$ cat config.mk
export PLATFORM = sky130hd
export DESIGN_NAME = memory_access_stage_flat
export DESIGN_NICKNAME = d
export VERILOG_FILES = /design/src/rtl/memory_access_stage_pkg.sv /design/src/rtl/memory_access_stage_if.sv /design/src/rtl/memory_access_stage_dmem_handshake.sv /design/src/rtl/memory_access_stage.sv /design/src/flat_wrapper.sv
export SDC_FILE = /design/constraint.sdc
export NUM_CORES = 1
export LEC_CHECK = 0
export CAP_MARGIN = 40
export CORE_AREA = 5 5 262 264
export CTS_CLUSTER_SIZE = 24
export DETAILED_ROUTE_END_ITERATION = 10
export DIE_AREA = 0 0 267 269
export SYNTH_ARGS = -nofsm -noshare
export SYNTH_HDL_FRONTEND = slang
export SYNTH_SLANG_ARGS = --single-unit
$ cat constraint.sdc
create_clock -name clk -period 1.7 [get_ports clk]
set_input_delay 0.34 -clock clk [delete_from_list [all_inputs] [get_ports clk]]
set_output_delay 0.34 -clock clk [all_outputs]
set_load 0.005 [all_outputs]
$ cat src/rtl/memory_access_stage_pkg.sv
// Shared definitions for the memory stage: datapath width, handshake FSM
// state encoding, wait counter width and the alignment helper.
package memory_access_stage_pkg;

    localparam int XLEN       = 64;
    localparam int WAIT_CNT_W = 8;

    typedef enum logic [0:0] {
        MEM_IDLE = 1'b0,
        MEM_BUSY = 1'b1
    } mem_state_t;

    // Only doubleword accesses exist, so any nonzero low address bit on a
    // memory op is a misaligned access.
    function automatic logic is_misaligned(input logic mem_op, input logic [2:0] byte_off);
        return mem_op & (byte_off != 3'd0);
    endfunction

endpackage

$ cat src/rtl/memory_access_stage_if.sv
// Data memory request/acknowledge bus. The memory stage is the master and
// the data memory (or its model) is the slave.
interface memory_access_stage_if;
    import memory_access_stage_pkg::*;

    logic            dmem_req;
    logic            dmem_we;
    logic [XLEN-1:0] dmem_addr;
    logic [XLEN-1:0] dmem_wdata;
    logic [XLEN-1:0] dmem_rdata;
    logic            dmem_ack;

    modport master (
        output dmem_req,
        output dmem_we,
        output dmem_addr,
        output dmem_wdata,
        input  dmem_rdata,
        input  dmem_ack
    );

    modport slave (
        input  dmem_req,
        input  dmem_we,
        input  dmem_addr,
        input  dmem_wdata,
        output dmem_rdata,
        output dmem_ack
    );

endinterface

$ cat src/rtl/memory_access_stage_dmem_handshake.sv
// Request/acknowledge sequencer for one data memory access. Raises req for
// an aligned memory op, waits for ack with a bounded wait counter, and tells
// the stage when the access completes, whether data was returned and whether
// it was abandoned. Request and stall are gated by reset so they drop the
// moment reset is asserted.
module dmem_handshake
    import memory_access_stage_pkg::*;
#(
    parameter int TIMEOUT = 16
) (
    input  logic clk,
    input  logic reset,
    input  logic mem_op,
    input  logic misaligned,
    input  logic ack,
    output logic req,
    output logic stall,
    output logic complete,
    output logic ack_taken,
    output logic timed_out
);

    localparam logic [WAIT_CNT_W-1:0] CNT_ZERO = {WAIT_CNT_W{1'b0}};
    localparam logic [WAIT_CNT_W-1:0] CNT_ONE  = {{(WAIT_CNT_W-1){1'b0}}, 1'b1};
    localparam logic [WAIT_CNT_W-1:0] CNT_LAST = WAIT_CNT_W'(TIMEOUT - 1);

    mem_state_t            state_r;
    logic [WAIT_CNT_W-1:0] cnt_r;

    logic req_s;
    logic complete_s;
    logic ack_taken_s;
    logic timed_out_s;

    // Decode request, completion, data return and abandonment for this cycle.
    always_comb begin
        req_s       = 1'b0;
        complete_s  = 1'b0;
        ack_taken_s = 1'b0;
        timed_out_s = 1'b0;
        if (!reset) begin
            req_s = 1'b0;
        end else begin
            case (state_r)
                MEM_IDLE: begin
                    if (mem_op && misaligned) begin
                        complete_s = 1'b1;
                    end else if (mem_op) begin
                        req_s = 1'b1;
                        if (ack) begin
                            complete_s  = 1'b1;
                            ack_taken_s = 1'b1;
                        end else begin
                            complete_s = 1'b0;
                        end
                    end else begin
                        req_s = 1'b0;
                    end
                end
                MEM_BUSY: begin
                    req_s = 1'b1;
                    if (ack) begin
                        complete_s  = 1'b1;
                        ack_taken_s = 1'b1;
                    end else if (cnt_r == CNT_LAST) begin
                        complete_s  = 1'b1;
                        timed_out_s = 1'b1;
                    end else begin
                        complete_s = 1'b0;
                    end
                end
                default: begin
                    req_s = 1'b0;
                end
            endcase
        end
    end

    assign req       = req_s;
    assign stall     = req_s & ~complete_s;
    assign complete  = complete_s;
    assign ack_taken = ack_taken_s;
    assign timed_out = timed_out_s;

    // Track the outstanding access and count the cycles spent waiting for ack.
    always_ff @(posedge clk or negedge reset) begin
        if (!reset) begin
            state_r <= MEM_IDLE;
            cnt_r   <= CNT_ZERO;
        end else begin
            case (state_r)
                MEM_IDLE: begin
                    if (req_s && !complete_s) begin
                        state_r <= MEM_BUSY;
                        cnt_r   <= CNT_ONE;
                    end else begin
                        state_r <= MEM_IDLE;
                        cnt_r   <= CNT_ZERO;
                    end
                end
                MEM_BUSY: begin
                    if (complete_s) begin
                        state_r <= MEM_IDLE;
                        cnt_r   <= CNT_ZERO;
                    end else begin
                        state_r <= MEM_BUSY;
                        cnt_r   <= cnt_r + CNT_ONE;
                    end
                end
                default: begin
                    state_r <= MEM_IDLE;
                    cnt_r   <= CNT_ZERO;
                end
            endcase
        end
    end

endmodule

$ cat src/rtl/memory_access_stage.sv
// Memory stage of the RV64 pipeline: branch resolution, data memory access
// through the req/ack handshake, upstream stall, forwarding taps and the
// MEM/WB pipeline register with a sticky error flag.
module memory_access_stage
    import memory_access_stage_pkg::*;
#(
    parameter int TIMEOUT = 16
) (
    input  logic                  clk,
    input  logic                  reset,
    input  logic [XLEN-1:0]       Adderout,
    input  logic                  zero,
    input  logic [XLEN-1:0]       result_out_alu,
    input  logic [XLEN-1:0]       writedata_out,
    input  logic [4:0]            rd,
    input  logic                  Branch,
    input  logic                  Memread,
    input  logic                  Memtoreg,
    input  logic                  Memwrite,
    input  logic                  Regwrite,
    input  logic                  addermuxselect,
    output logic                  pcsrc,
    output logic [XLEN-1:0]       branch_target,
    output logic                  flush_out,
    output logic                  stall,
    memory_access_stage_if.master dmem,
    output logic [4:0]            fwd_rd,
    output logic                  fwd_regwrite,
    output logic [XLEN-1:0]       fwd_data,
    output logic [XLEN-1:0]       wb_readdata,
    output logic [XLEN-1:0]       wb_alu_result,
    output logic [4:0]            wb_rd,
    output logic                  wb_memtoreg,
    output logic                  wb_regwrite,
    output logic                  mem_err
);

    logic mem_op_s;
    logic misaligned_s;
    logic take_s;
    logic hs_req_s;
    logic hs_stall_s;
    logic hs_complete_s;
    logic hs_ack_taken_s;
    logic hs_timed_out_s;
    logic [XLEN-1:0] load_data_s;

    logic [XLEN-1:0] wb_readdata_r;
    logic [XLEN-1:0] wb_alu_result_r;
    logic [4:0]      wb_rd_r;
    logic            wb_memtoreg_r;
    logic            wb_regwrite_r;
    logic            mem_err_r;

    assign mem_op_s     = Memread | Memwrite;
    assign misaligned_s = is_misaligned(mem_op_s, result_out_alu[2:0]);

    // Jumps always redirect; conditional branches redirect on a zero result.
    assign take_s        = (Branch & zero) | addermuxselect;
    assign pcsrc         = take_s;
    assign flush_out     = take_s;
    assign branch_target = Adderout;

    dmem_handshake #(
        .TIMEOUT (TIMEOUT)
    ) u_dmem_handshake (
        .clk        (clk),
        .reset      (reset),
        .mem_op     (mem_op_s),
        .misaligned (misaligned_s),
        .ack        (dmem.dmem_ack),
        .req        (hs_req_s),
        .stall      (hs_stall_s),
        .complete   (hs_complete_s),
        .ack_taken  (hs_ack_taken_s),
        .timed_out  (hs_timed_out_s)
    );

    assign dmem.dmem_req   = hs_req_s;
    assign dmem.dmem_we    = Memwrite;
    assign dmem.dmem_addr  = result_out_alu;
    assign dmem.dmem_wdata = writedata_out;

    assign stall        = hs_stall_s;
    assign fwd_rd       = rd;
    assign fwd_regwrite = Regwrite & ~hs_stall_s;
    assign fwd_data     = result_out_alu;

    // Load data is only real when the memory acknowledged this load; an
    // abandoned or misaligned load writes back zero.
    always_comb begin
        load_data_s = {XLEN{1'b0}};
        if (Memread && hs_ack_taken_s && hs_complete_s) begin
            load_data_s = dmem.dmem_rdata;
        end else begin
            load_data_s = {XLEN{1'b0}};
        end
    end

    // MEM/WB register: bubble while stalled, otherwise capture the finished op.
    always_ff @(posedge clk or negedge reset) begin
        if (!reset) begin
            wb_readdata_r   <= {XLEN{1'b0}};
            wb_alu_result_r <= {XLEN{1'b0}};
            wb_rd_r         <= 5'd0;
            wb_memtoreg_r   <= 1'b0;
            wb_regwrite_r   <= 1'b0;
        end else if (hs_stall_s) begin
            wb_readdata_r   <= {XLEN{1'b0}};
            wb_alu_result_r <= {XLEN{1'b0}};
            wb_rd_r         <= 5'd0;
            wb_memtoreg_r   <= 1'b0;
            wb_regwrite_r   <= 1'b0;
        end else begin
            wb_readdata_r   <= load_data_s;
            wb_alu_result_r <= result_out_alu;
            wb_rd_r         <= rd;
            wb_memtoreg_r   <= Memtoreg;
            wb_regwrite_r   <= Regwrite & ~misaligned_s;
        end
    end

    // Sticky error: any misaligned access or abandoned access, cleared by reset only.
    always_ff @(posedge clk or negedge reset) begin
        if (!reset) begin
            mem_err_r <= 1'b0;
        end else if (misaligned_s || hs_timed_out_s) begin
            mem_err_r <= 1'b1;
        end else begin
            mem_err_r <= mem_err_r;
        end
    end

    assign wb_readdata   = wb_readdata_r;
    assign wb_alu_result = wb_alu_result_r;
    assign wb_rd         = wb_rd_r;
    assign wb_memtoreg   = wb_memtoreg_r;
    assign wb_regwrite   = wb_regwrite_r;
    assign mem_err       = mem_err_r;

endmodule

$ cat src/flat_wrapper.sv
// flat-port wrapper written by rule: the top's interface ports become plain ports
module memory_access_stage_flat import memory_access_stage_pkg::*;
#(
    parameter int TIMEOUT = 16
)
  (clk, reset, Adderout, zero, result_out_alu, writedata_out, rd, Branch, Memread, Memtoreg, Memwrite, Regwrite, addermuxselect, pcsrc, branch_target, flush_out, stall, fwd_rd, fwd_regwrite, fwd_data, wb_readdata, wb_alu_result, wb_rd, wb_memtoreg, wb_regwrite, mem_err, dmem_dmem_req, dmem_dmem_we, dmem_dmem_addr, dmem_dmem_wdata, dmem_dmem_rdata, dmem_dmem_ack);
  memory_access_stage_if dmem_i ();
  input  logic clk;
  input  logic reset;
  input  logic [XLEN-1:0] Adderout;
  input  logic zero;
  input  logic [XLEN-1:0] result_out_alu;
  input  logic [XLEN-1:0] writedata_out;
  input  logic [4:0] rd;
  input  logic Branch;
  input  logic Memread;
  input  logic Memtoreg;
  input  logic Memwrite;
  input  logic Regwrite;
  input  logic addermuxselect;
  output logic pcsrc;
  output logic [XLEN-1:0] branch_target;
  output logic flush_out;
  output logic stall;
  output logic [4:0] fwd_rd;
  output logic fwd_regwrite;
  output logic [XLEN-1:0] fwd_data;
  output logic [XLEN-1:0] wb_readdata;
  output logic [XLEN-1:0] wb_alu_result;
  output logic [4:0] wb_rd;
  output logic wb_memtoreg;
  output logic wb_regwrite;
  output logic mem_err;
  output wire logic [$bits(dmem_i.dmem_req)-1:0] dmem_dmem_req;
  output wire logic [$bits(dmem_i.dmem_we)-1:0] dmem_dmem_we;
  output wire logic [$bits(dmem_i.dmem_addr)-1:0] dmem_dmem_addr;
  output wire logic [$bits(dmem_i.dmem_wdata)-1:0] dmem_dmem_wdata;
  input wire logic [$bits(dmem_i.dmem_rdata)-1:0] dmem_dmem_rdata;
  input wire logic [$bits(dmem_i.dmem_ack)-1:0] dmem_dmem_ack;
  assign dmem_dmem_req = dmem_i.dmem_req;
  assign dmem_dmem_we = dmem_i.dmem_we;
  assign dmem_dmem_addr = dmem_i.dmem_addr;
  assign dmem_dmem_wdata = dmem_i.dmem_wdata;
  assign dmem_i.dmem_rdata = dmem_dmem_rdata;
  assign dmem_i.dmem_ack = dmem_dmem_ack;
  memory_access_stage #(.TIMEOUT(TIMEOUT)) u_core (.clk(clk), .reset(reset), .Adderout(Adderout), .zero(zero), .result_out_alu(result_out_alu), .writedata_out(writedata_out), .rd(rd), .Branch(Branch), .Memread(Memread), .Memtoreg(Memtoreg), .Memwrite(Memwrite), .Regwrite(Regwrite), .addermuxselect(addermuxselect), .pcsrc(pcsrc), .branch_target(branch_target), .flush_out(flush_out), .stall(stall), .dmem(dmem_i), .fwd_rd(fwd_rd), .fwd_regwrite(fwd_regwrite), .fwd_data(fwd_data), .wb_readdata(wb_readdata), .wb_alu_result(wb_alu_result), .wb_rd(wb_rd), .wb_memtoreg(wb_memtoreg), .wb_regwrite(wb_regwrite), .mem_err(mem_err));
endmodule
After elaboration in Yosys (flattened, before gate mapping)
Cells that the tools add are included.
- add/sub/neg operators: 1
- equal/unequal tests: 1
- multiplexer cells: 29
- bitwise gates (word level): 11
- reduce and logical (&&, ||, !) cells: 7
- operators by type and width (cell ; number):
    $mux W64 ; 3
    $mux W1 ; 19
    $pmux W8 S2 ; 1
    $add A8 B1 Y8 const B ; 1
    $eq A8 B4 Y1 const B ; 1
    $mux W8 ; 1
    $pmux W1 S2 ; 4
    $and A1 B1 Y1 ; 5
    $mux W5 ; 1
    $logic_and A1 B1 Y1 ; 4
    $not A1 Y1 ; 4
    $reduce_bool A3 Y1 ; 1
    $or A1 B1 Y1 ; 2
    $logic_not A1 Y1 ; 1
    $logic_or A1 B1 Y1 ; 1
- flip-flop bits (word level): 145
- input port bits: 271
- output and inout bits: 403

Longest topological paths before layout
Gate-level depths: netlist of run 1.
- depth in word-level cells: 10
- mapped depth: 7
- gate-level depth less buffers: 5

Modules after synthesis
From an unflattened synthesis of run 1, not the netlist that was laid out.
- cell total of the unflattened synthesis: 608
- area total of the unflattened synthesis: 6976.7 sq um
- by module, submodules not included (module ; instances ; cells an instance ; area each (sq um)):
    memory_access_stage ; 1 ; 555 ; 6458.7
    dmem_handshake ; 1 ; 53 ; 518.0

Worst setup path after synthesis of run 1
OpenSTA, ideal clock, no wires.
- path kind: register -> output
- start point: register u_core.u_dmem_handshake.cnt_r[0]
- end point: output fwd_regwrite
- arrival: 1544 ps
- data required time: 1360 ps
- setup slack: -184 ps
- cell stages (with the launch flop): 8
- path buffers: 2
- cells stage by stage: dfrtp_1 -> ha_1 -> nand3_1 -> nor2_2 -> a211o_2 -> buf_6 -> buf_6 -> and2_1
- word-level cells in the longest chain between the ends: 9
- RTL lines (element ; RTL line ; RTL):
    start: declaration ; memory_access_stage_dmem_handshake.sv:28 ; logic [WAIT_CNT_W-1:0] cnt_r;
    start signal: assignment ; memory_access_stage_dmem_handshake.sv:107 ; cnt_r <= cnt_r + CNT_ONE;
    $eq A8 B4 Y1 ; memory_access_stage_dmem_handshake.sv:65 ; end else if (cnt_r == CNT_LAST) begin
    $mux W1 ; memory_access_stage_dmem_handshake.sv:65 ;
    $mux W1 ; memory_access_stage_dmem_handshake.sv:62 ; if (ack) begin
    $pmux W1 S2 ; memory_access_stage_dmem_handshake.sv:44 ; case (state_r)
    $mux W1 ; memory_access_stage_dmem_handshake.sv:41 ; if (!reset) begin
    $not A1 Y1 ; memory_access_stage_dmem_handshake.sv:80 ; assign stall = req_s & ~complete_s;
    $and A1 B1 Y1 ; memory_access_stage_dmem_handshake.sv:80 ;
    $not A1 Y1 ; memory_access_stage.sv:86 ; assign fwd_regwrite = Regwrite & ~hs_stall_s;
    $and A1 B1 Y1 ; memory_access_stage.sv:86 ;
    end: declaration ; flat_wrapper.sv:26 ; output logic fwd_regwrite;
No other way between the ends.

Worst setup path in the final report of run 1
- start point: register u_core.u_dmem_handshake.cnt_r[6]
- end point: output fwd_regwrite
The elaborated chain is that of the path after synthesis.

==> qor.txt, run 1 <==
status: complete, but fails checks
failing checks: setup timing
Routed met3 length: 4150 um
met2 wire length: 18400 um
Post-synth EDFFs: 0
Hold Fails Final Rpt: 0
starting density of the core: 10.3%
worst skew pair latency: 430 ps
first-pass GRT wire length: 43300 um
Tcrit/Tclk final: 136%
Yosys cell types: 29
final worst-path setup slack: -609 ps
Finished Cell Area: 0.0117 mm2
total CTS buffers: 17
Gate Count Post-Synth: 600
ANT nets after route: 0
TritonRoute pass-1 iters: 4
clk sink count: 145
top routing layer in use: met4
M1 WL: 11000 um
pin count of the biggest net entering global routing: 95
unrepaired setup endpoints after global routing: yes
Sequential cell area: 0.00363 mm2
Final Setup Violations: 74
CP Capture Type: output port
max cap viols: 0
Tot GR Track Use: 8.96%
DR WL/cell: 20.3 um
number of antenna violations at the first check in global routing: 2
R2R Path End: u_core.wb_alu_result[60]
CP Capture Point: fwd_regwrite
Max Clock Freq: 0.433 GHz
area occupied by multi-input gates: 0.00135 mm2
Post-DP Area: 0.0105 mm2
fin nets: 1111
Ports: 674
Via density: 2.72
Crit Reg-Reg Startpoint: u_core.u_dmem_handshake.cnt_r[0]
initial drt markers: 162
min Tclk post-route: 2310 ps
vias post-DR: 4695
crit path from: u_core.u_dmem_handshake.cnt_r[6]
number of global-route vias before repair: 4919
Port Buffers: 417
Mean Syn Cell Area: 11.4 um2
worst setup path class: register to output port
Hold WC Path Type: input pin to async pin
CTS root buffer: clkbuf_16
worst slack, placed: -1090 ps
die height: 269 um
Mapped Area: 0.00683 mm2
post-synthesis mux area share: 0%
Max Root-Sink Buffers: 2
main combinational cell family by area after synthesis: buffers and inverters
Yosys reg bits: 145
area grow syn2layout: 71.1%
total gr overflow: 0
Rel. slew slack: 60.9%
fraction of registers with async set/reset: 100%
ys flop type: dfrtp_1
Final Max Tran Viols: 0
Fin Clk Skew: 14.2 ps
Fillers: 7270
Adder-Cell Fraction of Synth Area: 0.183%
# DRC: 0
XOR/XNOR share of the synthesized area: 0.769%
Critical Path AT: 1970 ps
share of cells above drive strength 1: 23.8%
area of the die: 0.0718 mm2
Die W: 267 um
critical path required time: 1360 ps
maximum vdd ir drop: 0.000567 V
final WL: 35000 um
r2r worst-path depth: 11
Post-DP HPWL: 28300 um
row cnt: 95
Layout Utilization: 17.6%
Core Region: 0.0663 mm2
clk slew on worst S/H paths: 70 ps
post-synthesis sequential area ratio: 53.1%
cell taking the most area after synthesis: dfrtp_1
Synthesis Warnings: 0
Worst-Margin Slew: 584 ps
setup TNS: -29740 ps
area share of the largest cell type after synthesis: 53.1%
Crit Path Max Fanout: 2
Synth Area in Compound Gates: 0.879%
P per Cell Area: 785 mW/mm2
Pleak: 0.00535 uW
leading post-synthesis cells by cell area: dfrtp_1 53%, buf_4 29%, and2_1 12%
routability cong.: 0.848
Mapped Nets: 872
CTS tree: built
H-tree depth: 4
post-synthesis simple-gate area fraction: 14.4%
Setup crit start kind: register
reg2reg setup slack: -460 ps
[metal layers]
layer / track usage (%) / up-vias
met4: 4.18 / 0
met5: 0 / -
met2: 16.2 / 350
met1: 8.41 / 2201
met3: 4.64 / 81
li1: - / 2063
[timing repair]
| action | in CTS | in global routing |
|---|---|---|
| hold buffers | 1 | 0 |
| setup endpoints to repair | 201 | 106 |
| pin swaps | 7 | 47 |
| endpoints found under the hold margin | 12 | 0 |
| cloned | 8 | 2 |
| gates resized for setup | 151 | 124 |
| buffers inserted | 8 | 9 |
[registers in the layout, summed over array words and instances (netlist names)]
signal                           cells
u_core.wb_alu_result                64
u_core.wb_readdata                  64
u_core.u_dmem_handshake.cnt_r        8
u_core.wb_rd                         5
u_core.mem_err                       1
u_core.u_dmem_handshake.state_r      1
u_core.wb_memtoreg                   1
u_core.wb_regwrite                   1
[cells by family after synthesis]
logic type | count (synthesis)
flops | 145
xor+xnor | 6
fa+ha+maj | 1
buf+inv | 280
simple gates | 161
compound gates | 7
[cells in the mapped netlist (2+ instances only)]
| library cell | n |
|---|---|
| buf_4 | 263 |
| and3_1 | 4 |
| nand2_1 | 3 |
| clkbuf_1 | 6 |
| inv_1 | 2 |
| buf_2 | 2 |
| nand3_1 | 2 |
| xor2_1 | 2 |
| nor2_1 | 8 |
| buf_6 | 7 |
| dfrtp_1 | 145 |
| and2_1 | 135 |
| nand2b_1 | 2 |
| xnor2_1 | 4 |
[worst min-delay path by stage]
stage | to | cells past startpoint | slack (ps) | from
2_1_floorplan | u_core.mem_err | 0 | 40 | reset
3_3_place_gp | u_core.wb_readdata[28] | 2 | 300 | reset
3_5_place_dp | u_core.wb_readdata[28] | 2 | 300 | reset
4_1_cts | u_core.wb_memtoreg | 3 | 100 | reset
5_1_grt | u_core.wb_readdata[37] | 3 | 130 | reset
6_report | u_core.wb_readdata[29] | 3 | 90 | reset
[cell type report]
class	count	area share [%]
clock buffer	19	3.79
inverter	2	0.0642
sequential	145	31.1
timing repair buffer	498	43.1
multi-input combinational	175	11.5
tap	873	9.34
antenna	1	0.0214
clock inverter	13	1.05
[worst max-delay path, stage by stage, from the launching register on]
cell     delay (ps)
dfrtp_1         390
or4_4           560
nor2_4          120
a211o_4         150
buf_6           110
and2_4          130
buf_6            80
[cell usage in the layout, fill, tap and decap left out, types with 3 or more instances in the layout]
master and count:
and2_4 70, clkinv_4 3, dlymetal6s2s_1 33, inv_6 3
and3_1 3, dlygate4sd2_1 94, buf_6 10, inv_8 3
xnor2_1 4, clkbuf_16 19, buf_12 10, nor2_1 8
dfrtp_1 144, buf_16 5, and2_1 65, clkdlybuf4s50_1 280
buf_4 56
[report_power, final]
group          internal (uW)  total [uW]  switching, uW
logic                   1200        1860            666
clock network           1960        3630           1660
registers               3630        3690           62.3
[stage by stage]
step | cells | total power [uW] | hold slack, ps
6_report | 1726 | 9180 | 86.8
5_1_grt | 1725 | 9670 | 132
4_1_cts | 1719 | 9280 | 103
3_5_place_dp | 1670 | 5410 | 301
3_3_place_gp | 1670 | 5400 | 300
2_1_floorplan | 600 | 4490 | 44.4
No activity file was read; power rests on OpenSTA's default activity.
==> run 2, diff against run 1 <==
- GPL_TIMING_DRIVEN: default -> 0
==> qor.txt, run 2 (synthesized netlist as in run 1, its figures left out) <==
status: complete, but fails checks (unchanged)
failing checks: hold timing, setup timing (was setup timing)
Fin Clk Skew: 15.5 ps (was 14.2 ps)
Rel. slew slack: 63.9% (was 60.9%)
Worst path top cell family by delay: simple AND/OR/NAND/NOR gates (unchanged)
CTS root buffer: clkbuf_16 (unchanged)
Fillers: 7139 (was 7270)
DR WL/cell: 17.7 um (was 20.3 um)
maximum vdd ir drop: 0.000559 V (was 0.000567 V)
Setup crit start kind: register (unchanged)
r2r worst-path depth: 8 (was 11)
worst skew pair latency: 430 ps (about the same)
cells along the critical path: or4_4 -> nor2_4 -> a211o_4 -> buf_12 -> buf_8 -> and2_1 -> buf_2 (was or4_4 -> nor2_4 -> a211o_4 -> buf_6 -> and2_4 -> buf_6)
unrepaired setup endpoints after global routing: yes (unchanged)
CP Capture Type: output port (unchanged)
routability cong.: 0.923 (was 0.848)
final WL: 37000 um (was 35000 um)
number of global-route vias before repair: 6750 (was 4919)
Max Clock Freq: 0.424 GHz (was 0.433 GHz)
worst slack, placed: -1560 ps (was -1090 ps)
Crit Path Max Fanout: 2 (unchanged)
P per Cell Area: 693 mW/mm2 (was 785 mW/mm2)
share of cells above drive strength 1: 35.1% (was 23.8%)
row cnt: 95 (unchanged)
slowest library cell on the worst path: or4_4 (unchanged)
commonest cells after routing, fill and taps aside: 460 x clkdlybuf4s50_1, 277 x buf_4, 144 x dfrtp_1, 81 x and2_1, 59 x dlygate4sd2_1 (was 280 x clkdlybuf4s50_1, 144 x dfrtp_1, 94 x dlygate4sd2_1, 70 x and2_4, 65 x and2_1)
Port Buffers: 545 (was 417)
starting density of the core: 10.3% (unchanged)
Tot GR Track Use: 9.40% (was 8.96%)
Die W: 267 um (unchanged)
Critical Path AT: 2020 ps (was 1970 ps)
area occupied by multi-input gates: 0.00131 mm2 (was 0.00135 mm2)
min Tclk post-route: 2360 ps (was 2310 ps)
vias post-DR: 6148 (was 4695)
Fin Hold WS: -148 ps (was 86.8 ps)
worst setup path class: register to output port (unchanged)
total CTS buffers: 17 (unchanged)
# DRC: 0 (unchanged)
Post-DP HPWL: 31300 um (was 28300 um)
placed insts: 2019 (was 1670)
Worst-Margin Slew: 542 ps (was 584 ps)
max cap viols: 0 (unchanged)
pin count of the biggest net entering global routing: 98 (was 95)
Hold Fails Final Rpt: 48 (was 0)
first-pass GRT wire length: 47700 um (was 43300 um)
final worst-path setup slack: -658 ps (was -609 ps)
Pleak: 0.00654 uW (was 0.00535 uW)
initial drt markers: 292 (was 162)
area of the die: 0.0718 mm2 (unchanged)
H-tree depth: 4 (unchanged)
Hold WC Path Type: input pin to async pin (unchanged)
Sequential cell area: 0.00363 mm2 (unchanged)
Crit path buffers/inverters: 3 (was 2)
clk sink count: 145 (unchanged)
clk slew on worst S/H paths: 70 ps (about the same)
CTS tree: built (unchanged)
Finished Layout Cells: 2091 (was 1726)
Critical Path Stages: 7 (was 6)
total gr overflow: 0 (unchanged)
Via density: 2.94 (was 2.72)
Final Max Tran Viols: 0 (unchanged)
critical path required time: 1360 ps (about the same)
slowest stage delay, CP: 560 ps (about the same)
area grow syn2layout: 113% (was 71.1%)
Core Region: 0.0663 mm2 (unchanged)
TritonRoute pass-1 iters: 4 (unchanged)
die height: 269 um (unchanged)
commonest non-fill, non-tap cell in the layout: clkdlybuf4s50_1 (unchanged)
Max Root-Sink Buffers: 2 (unchanged)
Ports: 674 (unchanged)
Final Setup Violations: 75 (was 74)
reg2reg setup slack: -250 ps (was -460 ps)
fin nets: 1465 (was 1111)
number of antenna violations at the first check in global routing: 20 (was 2)
ANT nets after route: 0 (unchanged)
Tcrit/Tclk final: 139% (was 136%)
-- run 2: cell count changes in the layout (fill, tap and decap cells not counted), moves of 3 or more --
cell | before | now
clkbuf_2 | 1 | 4
buf_6 | 10 | 7
buf_4 | 56 | 277
clkdlybuf4s15_2 | 1 | 9
and2_1 | 65 | 81
buf_12 | 10 | 3
dlymetal6s2s_1 | 33 | 3
buf_2 | 1 | 8
diode_2 | 1 | 12
clkdlybuf4s50_1 | 280 | 460
and2_4 | 70 | 54
buf_8 | 2 | 8
dlygate4sd2_1 | 94 | 59
-- run 2: area by class of cell --
| type | count | area share, % |
|---|---|---|
| diodes | 12 | 0.206 |
| plain buffers | 276 | 14.5 |
| clock buffers | 18 | 3.02 |
| clock inverters | 14 | 1.01 |
| inverters | 2 | 0.0516 |
| multi-input cells | 175 | 9.01 |
| flip-flops and latches | 145 | 24.9 |
| well taps | 873 | 7.50 |
| repair buffers | 576 | 39.8 |
-- run 2: power by group --
| group | total [uW] | switching, uW | internal (uW) |
|---|---|---|---|
| sequential | 3690 | 65.0 | 3630 |
| combinational | 2600 | 834 | 1770 |
| clock | 3790 | 1680 | 2110 |
-- run 2: metal layers --
| metal | track usage, % | vias up | share of wire, % |
|---|---|---|---|
| li1 | - | 2784 | - |
| met1 | 9.40 | 2913 | 34 |
| met2 | 18.1 | 411 | 54 |
| met3 | 3.17 | 40 | 9.1 |
| met4 | 3.29 | 0 | 2.8 |
| met5 | 0 | - | 0 |
-- run 2: path summary, 6_finish.rpt --
path,startpoint,to
max in group asynchronous,reset,u_core.wb_alu_result[13]
min in group clk,result_out_alu[2],u_core.wb_alu_result[2]
worst max-delay path,u_core.u_dmem_handshake.cnt_r[4],fwd_regwrite
worst min register to register,u_core.mem_err,u_core.mem_err
worst max register to register,u_core.u_dmem_handshake.cnt_r[4],u_core.wb_alu_result[16]
worst min-delay path,reset,u_core.wb_readdata[6]
-- run 2: through the flow --
step	area [um2]	utilization [%]	power (uW)	hold slack, ps	setup TNS (ps)
detailed placement	13400	20.2	6180	326	-154680
global placement	13400	20.2	6150	466	-1605690
finish	14600	22.0	10100	-148	-15420
CTS	14500	21.9	10300	-163	-27910
global route	14500	21.9	10600	-123	-20100
floorplan	6840	-	4490	44.4	-176
-- run 2: repair_timing --
| action | CTS | global route |
|---|---|---|
| endpoints found under the setup margin | 279 | 143 |
| gates cloned | 7 | 1 |
| hold endpoints to repair | 48 | 48 |
| buffers inserted | 17 | 9 |
| pin swaps | 9 | 4 |
| gates resized for setup | 220 | 24 |
